**src/rtl/qdec_pkg.sv**
```systemverilog
// qdec_pkg: shared state type, AB phase encodings, defaults and step helpers for the quadrature decoder
package qdec_pkg;
    typedef enum logic {INIT, RUN} qdec_state_t;
    localparam logic [1:0] AB_00 = 2'b00;
    localparam logic [1:0] AB_10 = 2'b10;
    localparam logic [1:0] AB_11 = 2'b11;
    localparam logic [1:0] AB_01 = 2'b01;
    localparam int DEF_FILT_LEN = 4;
    localparam int DEF_POS_W = 32;
    // {A,B} one forward quarter-cycle after ab (A leads B)
    function automatic logic [1:0] fwd_next(input logic [1:0] ab);
        return ab == AB_00 ? AB_10 : ab == AB_10 ? AB_11 : ab == AB_11 ? AB_01 : AB_00;
    endfunction
    // {A,B} one reverse quarter-cycle after ab
    function automatic logic [1:0] rev_next(input logic [1:0] ab);
        return ab == AB_00 ? AB_01 : ab == AB_01 ? AB_11 : ab == AB_11 ? AB_10 : AB_00;
    endfunction
endpackage

```
**src/rtl/quad_filter.sv**
```systemverilog
// quad_filter: 2-FF synchronizer plus FILT_LEN-sample persistence filter with stable flag
//   freq_clk, rst_n : clock, async active-low reset
//   raw             : asynchronous input
//   filt            : filtered level, follows raw after FILT_LEN agreeing synchronized samples
//   stable          : synchronized input has matched filt for FILT_LEN samples
module quad_filter import qdec_pkg::*; #(
    parameter int FILT_LEN = DEF_FILT_LEN
) (
    input  logic freq_clk,
    input  logic rst_n,
    input  logic raw,
    output logic filt,
    output logic stable
);
    localparam logic [3:0] CNT_LEN = 4'(FILT_LEN);
    localparam logic [3:0] CNT_MAX = 4'(FILT_LEN - 1);
    logic [1:0] sync;
    logic [1:0] primed;
    logic [3:0] diff_cnt;
    logic [3:0] same_cnt;
    // primed keeps the reset contents of the synchronizer from counting toward stable
    always_ff @(posedge freq_clk or negedge rst_n) begin
        if (!rst_n) begin
            sync <= '0;
            primed <= '0;
            diff_cnt <= '0;
            same_cnt <= '0;
            filt <= 1'b0;
        end else begin
            sync <= {sync[0], raw};
            primed <= {primed[0], 1'b1};
            if (sync[1] != filt) begin
                same_cnt <= '0;
                diff_cnt <= diff_cnt == CNT_MAX ? '0 : diff_cnt + 4'd1;
                filt <= diff_cnt == CNT_MAX ? sync[1] : filt;
            end else begin
                diff_cnt <= '0;
                same_cnt <= primed[1] && !stable ? same_cnt + 4'd1 : same_cnt;
            end
        end
    end
    assign stable = same_cnt == CNT_LEN;
endmodule

```
**src/rtl/quad_decoder.sv**
```systemverilog
// quad_decoder: filtered quadrature decoder with position counter, index latch, home flag and error flag
//   freq_clk, rst_n        : clock, async active-low reset
//   pha, phb, index, home  : raw asynchronous encoder inputs
//   clr, idx_clr_en, err_clr : sync clear, index-zeroes-position enable, error clear
//   position, dir, step    : signed count, last direction (1 = forward), per-step pulse
//   idx_pos, idx_valid     : position captured at index rising edge, sticky capture flag
//   home_seen, err         : sticky home-edge flag, sticky illegal-transition flag
module quad_decoder import qdec_pkg::*; #(
    parameter int FILT_LEN = DEF_FILT_LEN,
    parameter int POS_W = DEF_POS_W
) (
    input  logic             freq_clk,
    input  logic             rst_n,
    input  logic             pha,
    input  logic             phb,
    input  logic             index,
    input  logic             home,
    input  logic             clr,
    input  logic             idx_clr_en,
    input  logic             err_clr,
    output logic [POS_W-1:0] position,
    output logic             dir,
    output logic             step,
    output logic [POS_W-1:0] idx_pos,
    output logic             idx_valid,
    output logic             home_seen,
    output logic             err
);
    logic [3:0] raw, filt, stable;
    logic [1:0] ab, prev_ab;
    logic idx_q, home_q, run, fwd, rev, ill, idx_rise, home_rise;
    logic [POS_W-1:0] pos_step;
    qdec_state_t state_q, state_d;
    assign raw = {pha, phb, index, home};
    assign ab = filt[3:2];
    for (genvar i = 0; i < 4; i++) begin : g_filt
        quad_filter #(.FILT_LEN(FILT_LEN)) u_filt (
            .freq_clk(freq_clk),
            .rst_n(rst_n),
            .raw(raw[i]),
            .filt(filt[i]),
            .stable(stable[i])
        );
    end
    // INIT ignores all edges; decoding only starts once every filter has settled
    always_comb begin
        state_d = state_q == INIT && &stable ? RUN : state_q;
        run = state_q == RUN;
        fwd = run && ab == fwd_next(prev_ab);
        rev = run && ab == rev_next(prev_ab);
        ill = run && ab == ~prev_ab;
        idx_rise = run && filt[1] && !idx_q;
        home_rise = run && filt[0] && !home_q;
        pos_step = fwd ? position + POS_W'(1) : rev ? position - POS_W'(1) : position;
    end
    always_ff @(posedge freq_clk or negedge rst_n) begin
        if (!rst_n) begin
            state_q <= INIT;
            prev_ab <= AB_00;
            idx_q <= 1'b0;
            home_q <= 1'b0;
            position <= '0;
            dir <= 1'b0;
            step <= 1'b0;
            idx_pos <= '0;
            idx_valid <= 1'b0;
            home_seen <= 1'b0;
            err <= 1'b0;
        end else begin
            state_q <= state_d;
            prev_ab <= run || &stable ? ab : prev_ab;
            idx_q <= filt[1];
            home_q <= filt[0];
            step <= fwd || rev;
            dir <= fwd || rev ? fwd : dir;
            position <= clr || (idx_rise && idx_clr_en) ? '0 : pos_step;
            idx_pos <= clr ? '0 : idx_rise ? pos_step : idx_pos;
            idx_valid <= !clr && (idx_rise || idx_valid);
            home_seen <= !clr && (home_rise || home_seen);
            err <= ill || (err && !err_clr);
        end
    end
endmodule

```
**config.mk**
```make
export PLATFORM = sky130hd
export DESIGN_NAME = quad_decoder
export DESIGN_NICKNAME = d
export VERILOG_FILES = /design/src/rtl/qdec_pkg.sv /design/src/rtl/quad_filter.sv /design/src/rtl/quad_decoder.sv
export SDC_FILE = /design/constraint.sdc
export NUM_CORES = 1
export LEC_CHECK = 0
export BUFFER_PORTS_ARGS = -buffer_cell sky130_fd_sc_hd__buf_4
export CORE_ASPECT_RATIO = 0.6
export CORE_MARGIN = 2
export CORE_UTILIZATION = 45
export CTS_BUF_LIST = sky130_fd_sc_hd__clkbuf_2 sky130_fd_sc_hd__clkbuf_4 sky130_fd_sc_hd__clkbuf_8
export DETAILED_ROUTE_END_ITERATION = 10
export PLACE_DENSITY = 0.62
export SETUP_SLACK_MARGIN = 0.4
export SLEW_MARGIN = 25
export SYNTH_ARGS = -nofsm -noshare
export SYNTH_HDL_FRONTEND = slang
export SYNTH_SLANG_ARGS = --single-unit
```
**constraint.sdc**
```tcl
create_clock -name freq_clk -period 3.7 [get_ports freq_clk]
set_clock_uncertainty 0.1 [all_clocks]
set_input_delay 0 -clock freq_clk [delete_from_list [all_inputs] [get_ports freq_clk]]
set_output_delay 0 -clock freq_clk [all_outputs]
set_load 0.02 [all_outputs]
```
==> results of run 1 <==
state kept, by name, summed over array words and instances (netlist names), 2 cells and up:
signal                  cells
idx_pos                    32
g_filt.u_filt.sync          8
prev_ab                     2
g_filt.u_filt.same_cnt     16
g_filt.u_filt.filt          4
position                   32
g_filt.u_filt.primed        2
g_filt.u_filt.diff_cnt     16
what timing repair did:
action / 4_1_cts / 5_1_grt
setup endpoints to repair: 0 / 1
gates resized for setup: 0 / 1
hold buffers: 7 / 0
hold endpoints to repair: 64 / 0
layout by cell type (no fill, tap or decap), types with 3 or more instances in the layout:
cell           instances
o32ai_1                3
a211o_1                9
clkbuf_4               3
nand3b_1              16
a211oi_1               4
nor2_1                63
xor2_1                22
nor2b_1                7
or3_1                  9
or4_1                  9
nor4b_1                9
o21ai_0               21
nand4b_1               3
nor3b_1               13
buf_4                 81
inv_1                 17
dfrtp_1              120
and2_1                 8
clkinv_2               4
o31ai_1                3
nor3_1                24
and3_1                 6
xnor2_1               32
ha_1                  14
a31oi_1                3
nand2b_1               4
a22oi_1                4
nor4_1                 8
or2_2                  5
nand3_1               37
nand4_1               15
dlygate4sd3_1          7
a21oi_1               25
nand2_1               35
mux2_2                 7
clkbuf_8              20
layout make-up:
cell class	count	area [um2]	area share, %
repair buffers	89	698.2	9.684
clock inverters	8	96.34	1.336
flip-flops and latches	120	3003	41.65
multi-input cells	443	2838	39.36
well taps	170	212.7	2.950
clock buffers	23	297.8	4.131
inverters	17	63.81	0.8851
layer usage:
layer  GRT usage [%]  up-vias  wire [um]
met5               0        -          0
met3           5.304       39        969
met1           33.85     2505       7971
met4           8.180        0        301
met2           32.89      175       6641
li1                -     2324          -
critical path, stage by stage, from the launching register on:
cell and delay, ns:
dfrtp_1 0.44, or4_1 0.69, or4_4 0.55, or2_1 0.40, o32a_1 0.42, or4_1 0.41, nand3_1 0.08
worst max path at each step:
| stage | start | endpoint | slack, ns | cells past startpoint |
|---|---|---|---|---|
| final | position[8] | idx_pos[31] | 0.54 | 6 |
| after global routing | position[8] | idx_pos[31] | 0.45 | 6 |
| after CTS | position[8] | idx_pos[25] | 0.54 | 6 |
| after detailed placement | position[6] | idx_pos[25] | 0.59 | 6 |
| after global placement | position[8] | idx_pos[25] | 0.67 | 6 |
| after floorplan | position[8] | idx_pos[31] | 0.72 | 8 |
cell families after synthesis:
kind of cell             after synthesis  share of synthesized area (%)
AO/OA/AOI/OAI                         85                          9.121
XOR/XNOR                              54                          7.836
adder cells (fa/ha/maj)               14                          2.902
buffers and inverters                 52                          3.400
flip-flops                           120                          49.75
multiplexers                           8                          1.472
other                                  1                        0.06213
AND/OR/NAND/NOR                      281                          25.46
power by group through the flow:
| stage | clock network, mW | registers (mW) | logic [mW] |
|---|---|---|---|
| 2_1_floorplan | 0 | 1.53 | 0.351 |
| 3_3_place_gp | 0 | 1.57 | 0.424 |
| 3_5_place_dp | 0 | 1.58 | 0.451 |
| 4_1_cts | 1.21 | 1.56 | 0.460 |
| 5_1_grt | 1.27 | 1.58 | 0.516 |
| 6_report | 1.19 | 1.56 | 0.451 |
==> metrics.cfg, run 1 <==
[worst_setup_path]
worst-r2r-setup-slack_ns=0.54
path_class=reg -> reg
reg2reg_depth=6
arrival_ns=3.42
critPathCaptureType=register
start_kind=register
crit_path_max_fanout=8
r2r_start=position[8]
worstPathRequired_ns=3.96
reg2reg_to=idx_pos[31]

[worst_hold_path]
hp-class=in -> async

[synthesis]
synth_top_area_share_pct=49.75
synth.area.top_cells=dfrtp_1, xnor2_1, nor2_1
yosysMostFrequentCell=dfrtp_1
synth_seq_cells=120
async_reset_ff_share_pct=100.0
yosysTopAreaCell=dfrtp_1
syn_area_per_cell_um2=9.814
synth_nets=638
yosysUniqueCellTypes=52
syn_area_mm2=0.006036
synth-edff-count=0
synth_flop_cell=dfrtp_1
synth_commonest_cells=dfrtp_1, nor2_1, nand3_1, nand2_1, xnor2_1
ys_seq_area_share_pct=49.75
synthCells=615
yosys_warnings=0

[die]
die_area_mm2=0.01439
start_util_pct=46.53
ios=78
die_y_um=93.71
core.rowCount=32
die_w_um=153.5
core_mm2=0.01297

[sta]
fmax_mhz=316.7
fin_ws_ns=0.5425
hold_ws_ns=0.04207
tns_ns=0
worst_slew_pin_slew_ns=1.013
final.min_clock_period_ns=3.158
final_max_slew_viol_count=0
setup_violations=0
finalHoldViolCount=0
rsz0062_at_grt=false
maxSlewHeadroom_pct=32.46
finalCritPeriodShare_pct=85.34

[pwr]
intPower_mw=2.287
powerDensity_mw_per_mm2=443.5
p_sw_share_pct=28.49
p_total_mw=3.198
ir_drop_mv=0.2219
seqPwrFrac_pct=48.8
leakage_nw=3.346
power.share.combinational_pct=14.1
power_switching_uw=911.0
pwr-share-clk_pct=37.1

[clock_tree]
cts_buffers=17
postCtsSetupBuffers=0
cts_sinks=120
clk_pin_slew_worst_paths_ns=0.08
h-tree-depth=4
clk_latency_ns=0.43
clk_path_buf_depth=2
cts_root_buffer=clkbuf_8
tritoncts=yes

[grt]
antenna_found_initial=0
grt_pass1_wl_um=25670
grt_remaining_overflow=0
grt_max_degree=71
grt_pass1_vias=4929
track_usage_pct=22.90

[place]
dpl.cell_count=832
place_area_mm2=0.006738
io_buffer_count=77
dp_slack_ns=0.5871
gp_congestion=0.8577
dp.final_hpwl_um=10930

[detailed_routing]
first_pass_iters=5
drt_iter0_drc=452
ant_nets=0
vias=5043
viasPerCell=5.797
wl_um=15880
wire_per_inst_um=18.26
drc=0

[final_layout]
area_delta_synth_final_pct=19.44
final_cell_count_no_fill=870
antenna_cells=0
fill_cells=1167
final_area_mm2=0.007209
post-route-util_pct=55.57
fin_nets=711
drive_above_1_share_pct=18.71

[job]
maxCapViolCount=0

[status]
outcome=finished, final reports clean

Note: power is estimated with default switching activity, not from simulation.
==> run 2, diff against run 1 <==
--- a/config.mk
+++ b/config.mk
@@ -5,14 +5,16 @@
 export SDC_FILE = /design/constraint.sdc
 export NUM_CORES = 1
 export LEC_CHECK = 0
+export ABC_AREA = 1
 export BUFFER_PORTS_ARGS = -buffer_cell sky130_fd_sc_hd__buf_4
 export CORE_ASPECT_RATIO = 0.6
 export CORE_MARGIN = 2
 export CORE_UTILIZATION = 45
 export CTS_BUF_LIST = sky130_fd_sc_hd__clkbuf_2 sky130_fd_sc_hd__clkbuf_4 sky130_fd_sc_hd__clkbuf_8
 export DETAILED_ROUTE_END_ITERATION = 10
-export PLACE_DENSITY = 0.62
-export SETUP_SLACK_MARGIN = 0.4
+export PLACE_DENSITY = 0.61
+export SETUP_SLACK_MARGIN = 0.1
+export SKIP_LAST_GASP = 1
 export SLEW_MARGIN = 25
 export SYNTH_ARGS = -nofsm -noshare
 export SYNTH_HDL_FRONTEND = slang
==> run 2 against run 1 <==
  * Sequential power barely moved
  * Wire length rose by 15%
  * Sequential cell count did not move
  * First-iteration DRC count did not move
  * Largest cell class unchanged
  * Largest power group unchanged
  * Highest routed layer unchanged
==> metrics.cfg, run 2 <==
[detailed_routing]
viasPerCell=5.069
vias=5723
wl_um=18260
wire_per_inst_um=16.17
drc=0
first_pass_iters=5
drt_iter0_drc=452
ant_nets=0

[synthesis]
syn_area_per_cell_um2=7.608
yosysTopAreaCell=dfrtp_1
synth_seq_cells=120
synth.area.top_cells=dfrtp_1, nand2_1, nor2_1
yosys_warnings=0
syn_area_mm2=0.006345
synth_commonest_cells=nand2_1, nor2_1, dfrtp_1, inv_1, nand3_1
synth_top_area_share_pct=47.33
yosysUniqueCellTypes=39
async_reset_ff_share_pct=100.0
synth_nets=857
ys_seq_area_share_pct=47.33
synth_flop_cell=dfrtp_1
synthCells=834
synth-edff-count=0
yosysMostFrequentCell=nand2_1

[place]
gp_congestion=0.9188
dp.final_hpwl_um=13600
io_buffer_count=77

[final_layout]
final_common_cell=nand2_1
fin_nets=947
register_area_mm2=0.003003
fill_cells=1344
mostFrequentLayoutCells=nand2_1, nor2_1, dfrtp_1, inv_1, buf_4
antenna_cells=0
multiInputGateArea_mm2=0.002913
reg_top3=idx_pos x32, position x32
area_delta_synth_final_pct=19.23
drive_above_1_share_pct=14.73

[die]
die_w_um=157.3
start_util_pct=46.29
die_y_um=95.98
die_area_mm2=0.01510
core.rowCount=33
core_mm2=0.01371
ios=78

[clock_tree]
postCtsSetupBuffers=0
clk_path_buf_depth=2
holdBufCountCts=8
postCtsResizedCells=0
cts_root_buffer=clkbuf_8
cts_sinks=120
clk_pin_slew_worst_paths_ns=0.09
clk_latency_ns=0.45
cts_buffers=17
h-tree-depth=4
tritoncts=yes

[sta]
worst_slew_pin_slew_ns=0.9169
hold_ws_ns=0.07913
maxSlewHeadroom_pct=38.73
finalHoldViolCount=0
rsz0062_at_grt=false
final.min_clock_period_ns=2.458
fmax_mhz=406.8
final_max_slew_viol_count=0
tns_ns=0
finalCritPeriodShare_pct=66.44
setup_violations=0

[worst_setup_path]
arrival_ns=2.73
worst-r2r-setup-slack_ns=1.24
start_kind=register
path_class=reg -> reg
worstPathRequired_ns=3.97
critPathCaptureType=register
crit_path_max_fanout=21

[grt]
track_usage_pct=26.23
grt_max_degree=67
grt_pass1_vias=5476
grt_pass1_wl_um=29750
grt_remaining_overflow=0
antenna_found_initial=0

[pwr]
leakage_nw=3.928
ir_drop_mv=0.3321
powerDensity_mw_per_mm2=432.1

[job]
maxCapViolCount=0

[status]
outcome=finished, final reports clean

[worst_hold_path]
hp-class=in -> async

[run 2: cell count changes in the layout (fill, tap and decap cells not counted), moves of 10 or more]
cell | before | now
inv_1 | 17 | 84
nor3b_1 | 13 | 0
o21ai_1 | 0 | 17
nand2_1 | 35 | 262
nand3b_1 | 16 | 6
nor2_1 | 63 | 131
xnor2_1 | 32 | 10
nor3_1 | 24 | 12
[run 2: cell families (layout without fill, tap and decap cells)]
group | after synthesis | in the layout | synth area share (%)
and+or+nand+nor | 482 | 482 | 31.57
AOI/OAI and AO/OA | 85 | 85 | 7.513
DFF | 120 | 120 | 47.33
muxes | 1 | 1 | 0.1775
adders and majority gates | 14 | 14 | 2.761
xor gates and xnor gates | 26 | 26 | 3.707
buffers and inverters | 105 | 208 | 6.882
other | 1 | 1 | 0.05910
[run 2: final timing paths]
path                       depth (start not counted)                      endpoint                      from
min in group freq_clk                              2      g_filt[3].u_filt.sync[0]                       pha
min                                                2  g_filt[3].u_filt.diff_cnt[1]                     rst_n
max in group asynchronous                          3                   idx_pos[24]                     rst_n
max                                                7                   idx_pos[28]                       run
min reg2reg                                        0      g_filt[0].u_filt.sync[1]  g_filt[0].u_filt.sync[0]
max reg2reg                                        7                   idx_pos[28]                       run
[run 2: area by class of cell]
cell class / count / share of cell area (%)
clock buffers: 17 / 3.093
clock inverters: 15 / 2.067
inverters: 86 / 4.267
multi-input cells: 609 / 38.50
flip-flops and latches: 120 / 39.70
well taps: 192 / 3.176
repair buffers: 90 / 9.196
[run 2: per-layer routing]
metal	global-route usage [%]	wire (um)	up-vias
met2	35.74	6913	200
met5	0	0	-
met4	5.606	104	0
li1	-	-	2814
met1	42.27	10050	2699
met3	5.043	1193	10
[run 2: report_power, final]
part | internal (mW) | leakage (nW) | total (mW) | switching, mW
logic | 0.186 | 2.11 | 0.508 | 0.322
registers | 1.45 | 1.62 | 1.56 | 0.111
clock network | 0.557 | 0.194 | 1.20 | 0.644
[run 2: worst max-delay path, stage by stage, from the launching register on]
cell     delay [ns]
dfrtp_1        0.48
inv_1          0.09
nor3_1         0.52
nand2_1        0.11
buf_4          0.22
inv_1          0.60
nand3_1        0.16
nand2_1        0.08
[run 2: per-stage QoR]
stage	area (um2)	total power [mW]	cells	utilization (%)	setup slack, ns
2_1_floorplan	6345	1.932	834	-	1.851
3_3_place_gp	7094	2.039	1089	51.75	1.382
3_5_place_dp	7094	2.084	1089	51.75	1.238
4_1_cts	7565	3.295	1129	55.18	1.224
5_1_grt	7565	3.466	1129	55.18	0.9994
6_report	7565	3.269	1129	55.18	1.242
==> run 3, diff against run 2 <==
==> constraint.sdc (replaced) <==
create_clock -name freq_clk -period 2.3 [get_ports freq_clk]
set_clock_uncertainty 0.1 [all_clocks]
set_input_delay 0 -clock freq_clk [delete_from_list [all_inputs] [get_ports freq_clk]]
set_output_delay 0 -clock freq_clk [all_outputs]
set_load 0.02 [all_outputs]
==> run 3 against run 2 <==
  * Register-to-register slack lost 1.0 ns
  * Worst hold slack better by 0.028 ns
  * Clock-buffer cell count is 2 higher
  * Power rose by 62%
  * Sequential power grew 62%
  * Sequential share of layout area is 1.6 points lower
  * Critical path depth is 2 higher
  * Final cell count up 2.8%
  * Via count increased by 2.4%
  * Largest cell class unchanged
==> metrics.cfg, run 3 (synthesis gave the netlist of run 2 again) <==
[grt]
track_usage_pct=27.44
grt_max_degree=61
antenna_found_initial=0
grt_pass1_wl_um=30950
grt_remaining_overflow=0
grt_pass1_vias=5579

[final_layout]
reg_top3=idx_pos x32, position x32
area_delta_synth_final_pct=24.20
final_cell_count_no_fill=1161
mostFrequentLayoutCells=nand2_1, nor2_1, dfrtp_1, buf_4, inv_1
fill_cells=1307
multiInputGateArea_mm2=0.002953
final_common_cell=nand2_1
fin_nets=979
final_area_mm2=0.007880
drive_above_1_share_pct=18.37
register_area_mm2=0.003005
antenna_cells=0

[clock_tree]
cts_sinks=120
clk_latency_ns=0.44
cts_buffers=17
h-tree-depth=4
tritoncts=yes
clk_path_buf_depth=2
cts_root_buffer=clkbuf_8
clk_pin_slew_worst_paths_ns=0.09

[pwr]
powerDensity_mw_per_mm2=672.5
ir_drop_mv=0.4036
p_total_mw=5.300
leakage_nw=4.105

[die]
start_util_pct=46.29
die_w_um=157.3
core_mm2=0.01371
core.rowCount=33
ios=78
die_area_mm2=0.01510
die_y_um=95.98

[sta]
worst_slew_pin_slew_ns=0.5910
finalHoldViolCount=0
fmax_mhz=480.2
tns_ns=0
maxSlewHeadroom_pct=60.32
final.min_clock_period_ns=2.082
finalCritPeriodShare_pct=90.54
rsz0062_at_grt=true
setup_violations=0
final_max_slew_viol_count=0

[detailed_routing]
drt_iter0_drc=620
wire_per_inst_um=16.62
vias=5863
ant_nets=0
wl_um=19300
drc=0
viasPerCell=5.050
first_pass_iters=5

[place]
gp_congestion=0.9241
dp.final_hpwl_um=14350
dpl.cell_count=1114
place_area_mm2=0.007289
io_buffer_count=77

[worst_setup_path]
path_class=reg -> reg
start_kind=register
worstPathRequired_ns=2.54
crit_path_max_fanout=7
worst-r2r-setup-slack_ns=0.22
arrival_ns=2.32
r2r_start=position[2]
reg2reg_to=idx_pos[29]
path_common_cell=nand2_1
critical_path.slowest_cell=dfrtp_1
worstPathCellList=nand2_1 -> nor2_2 -> nand3_2 -> o21ai_4 -> nand2_1 -> o21ai_1 -> nand2_1 -> nand2_1 -> nand2_1
reg2reg_depth=9
critPathCaptureType=register
slowest_delay_ns=0.47

[worst_hold_path]
whs_path_depth=2
hp-start=home
holdPathEnd=g_filt[0].u_filt.sync[0]
hp-class=in -> reg

[status]
outcome=finished, final reports clean

[job]
maxCapViolCount=0

run 3: changes by cell type in the layout (fill, tap and decap cells not counted), moves of 2 or more:
| cell | change |
|---|---|
| buf_4 | +29 |
| nor2_1 | -4 |
| nor2_2 | +4 |
| inv_6 | -3 |
| buf_12 | +2 |
| clkbuf_8 | +2 |
| dfrtp_1 | -2 |
| dfrtp_2 | +2 |
run 3: worst max path at each step:
stage / slack, ns / start / endpoint
2_1_floorplan: 0.45 / position[1] / idx_pos[22]
3_3_place_gp: 0.18 / position[1] / idx_pos[30]
3_5_place_dp: 0.13 / position[1] / idx_pos[30]
4_1_cts: 0.11 / position[1] / idx_pos[30]
5_1_grt: 0.07 / position[3] / idx_pos[30]
6_report: 0.22 / position[2] / idx_pos[29]
run 3: layout make-up:
type / count / area share [%]
multi-input combinational: 609 / 37.47
tap: 192 / 3.049
clock buffer: 19 / 3.319
clock inverter: 13 / 1.699
sequential: 120 / 38.14
inverter: 86 / 4.097
timing repair buffer: 122 / 12.23
run 3: through the flow:
stage | setup slack [ns] | util (%) | hold slack [ns]
CTS | 0.1141 | 56.86 | 0.08396
global route | 0.07353 | 57.48 | 0.1076
detailed placement | 0.1350 | 53.18 | -0.1211
global placement | 0.1750 | 53.18 | -0.1352
floorplan | 0.4509 | - | -0.3956
finish | 0.2176 | 57.48 | 0.1074
run 3: power by group:
part / internal [mW] / switching (mW) / leakage, nW
sequential: 2.33 / 0.190 / 1.62
clock: 0.945 / 1.01 / 0.198
combinational: 0.305 / 0.519 / 2.29
run 3: critical path, delay by kind of cell (launching register included):
kind / cells / cell delay (ns)
AND/OR/NAND/NOR: 7 / 0.93
flip-flops: 1 / 0.47
AO/OA/AOI/OAI: 2 / 0.49
run 3: per-layer routing:
metal	vias to the layer above	global-route usage [%]	part of all wire, %
li1	2870	-	-
met1	2766	43.95	52
met2	211	37.34	40
met3	16	5.673	7.5
met4	0	5.909	0.84
met5	-	0	0
run 3: what timing repair did:
action | in CTS | in global routing
hold endpoints to repair | 128 | 0
hold buffers | 10 | 0
setup buffers | 0 | 5
setup endpoints to repair | 0 | 31
resized for setup | 0 | 13
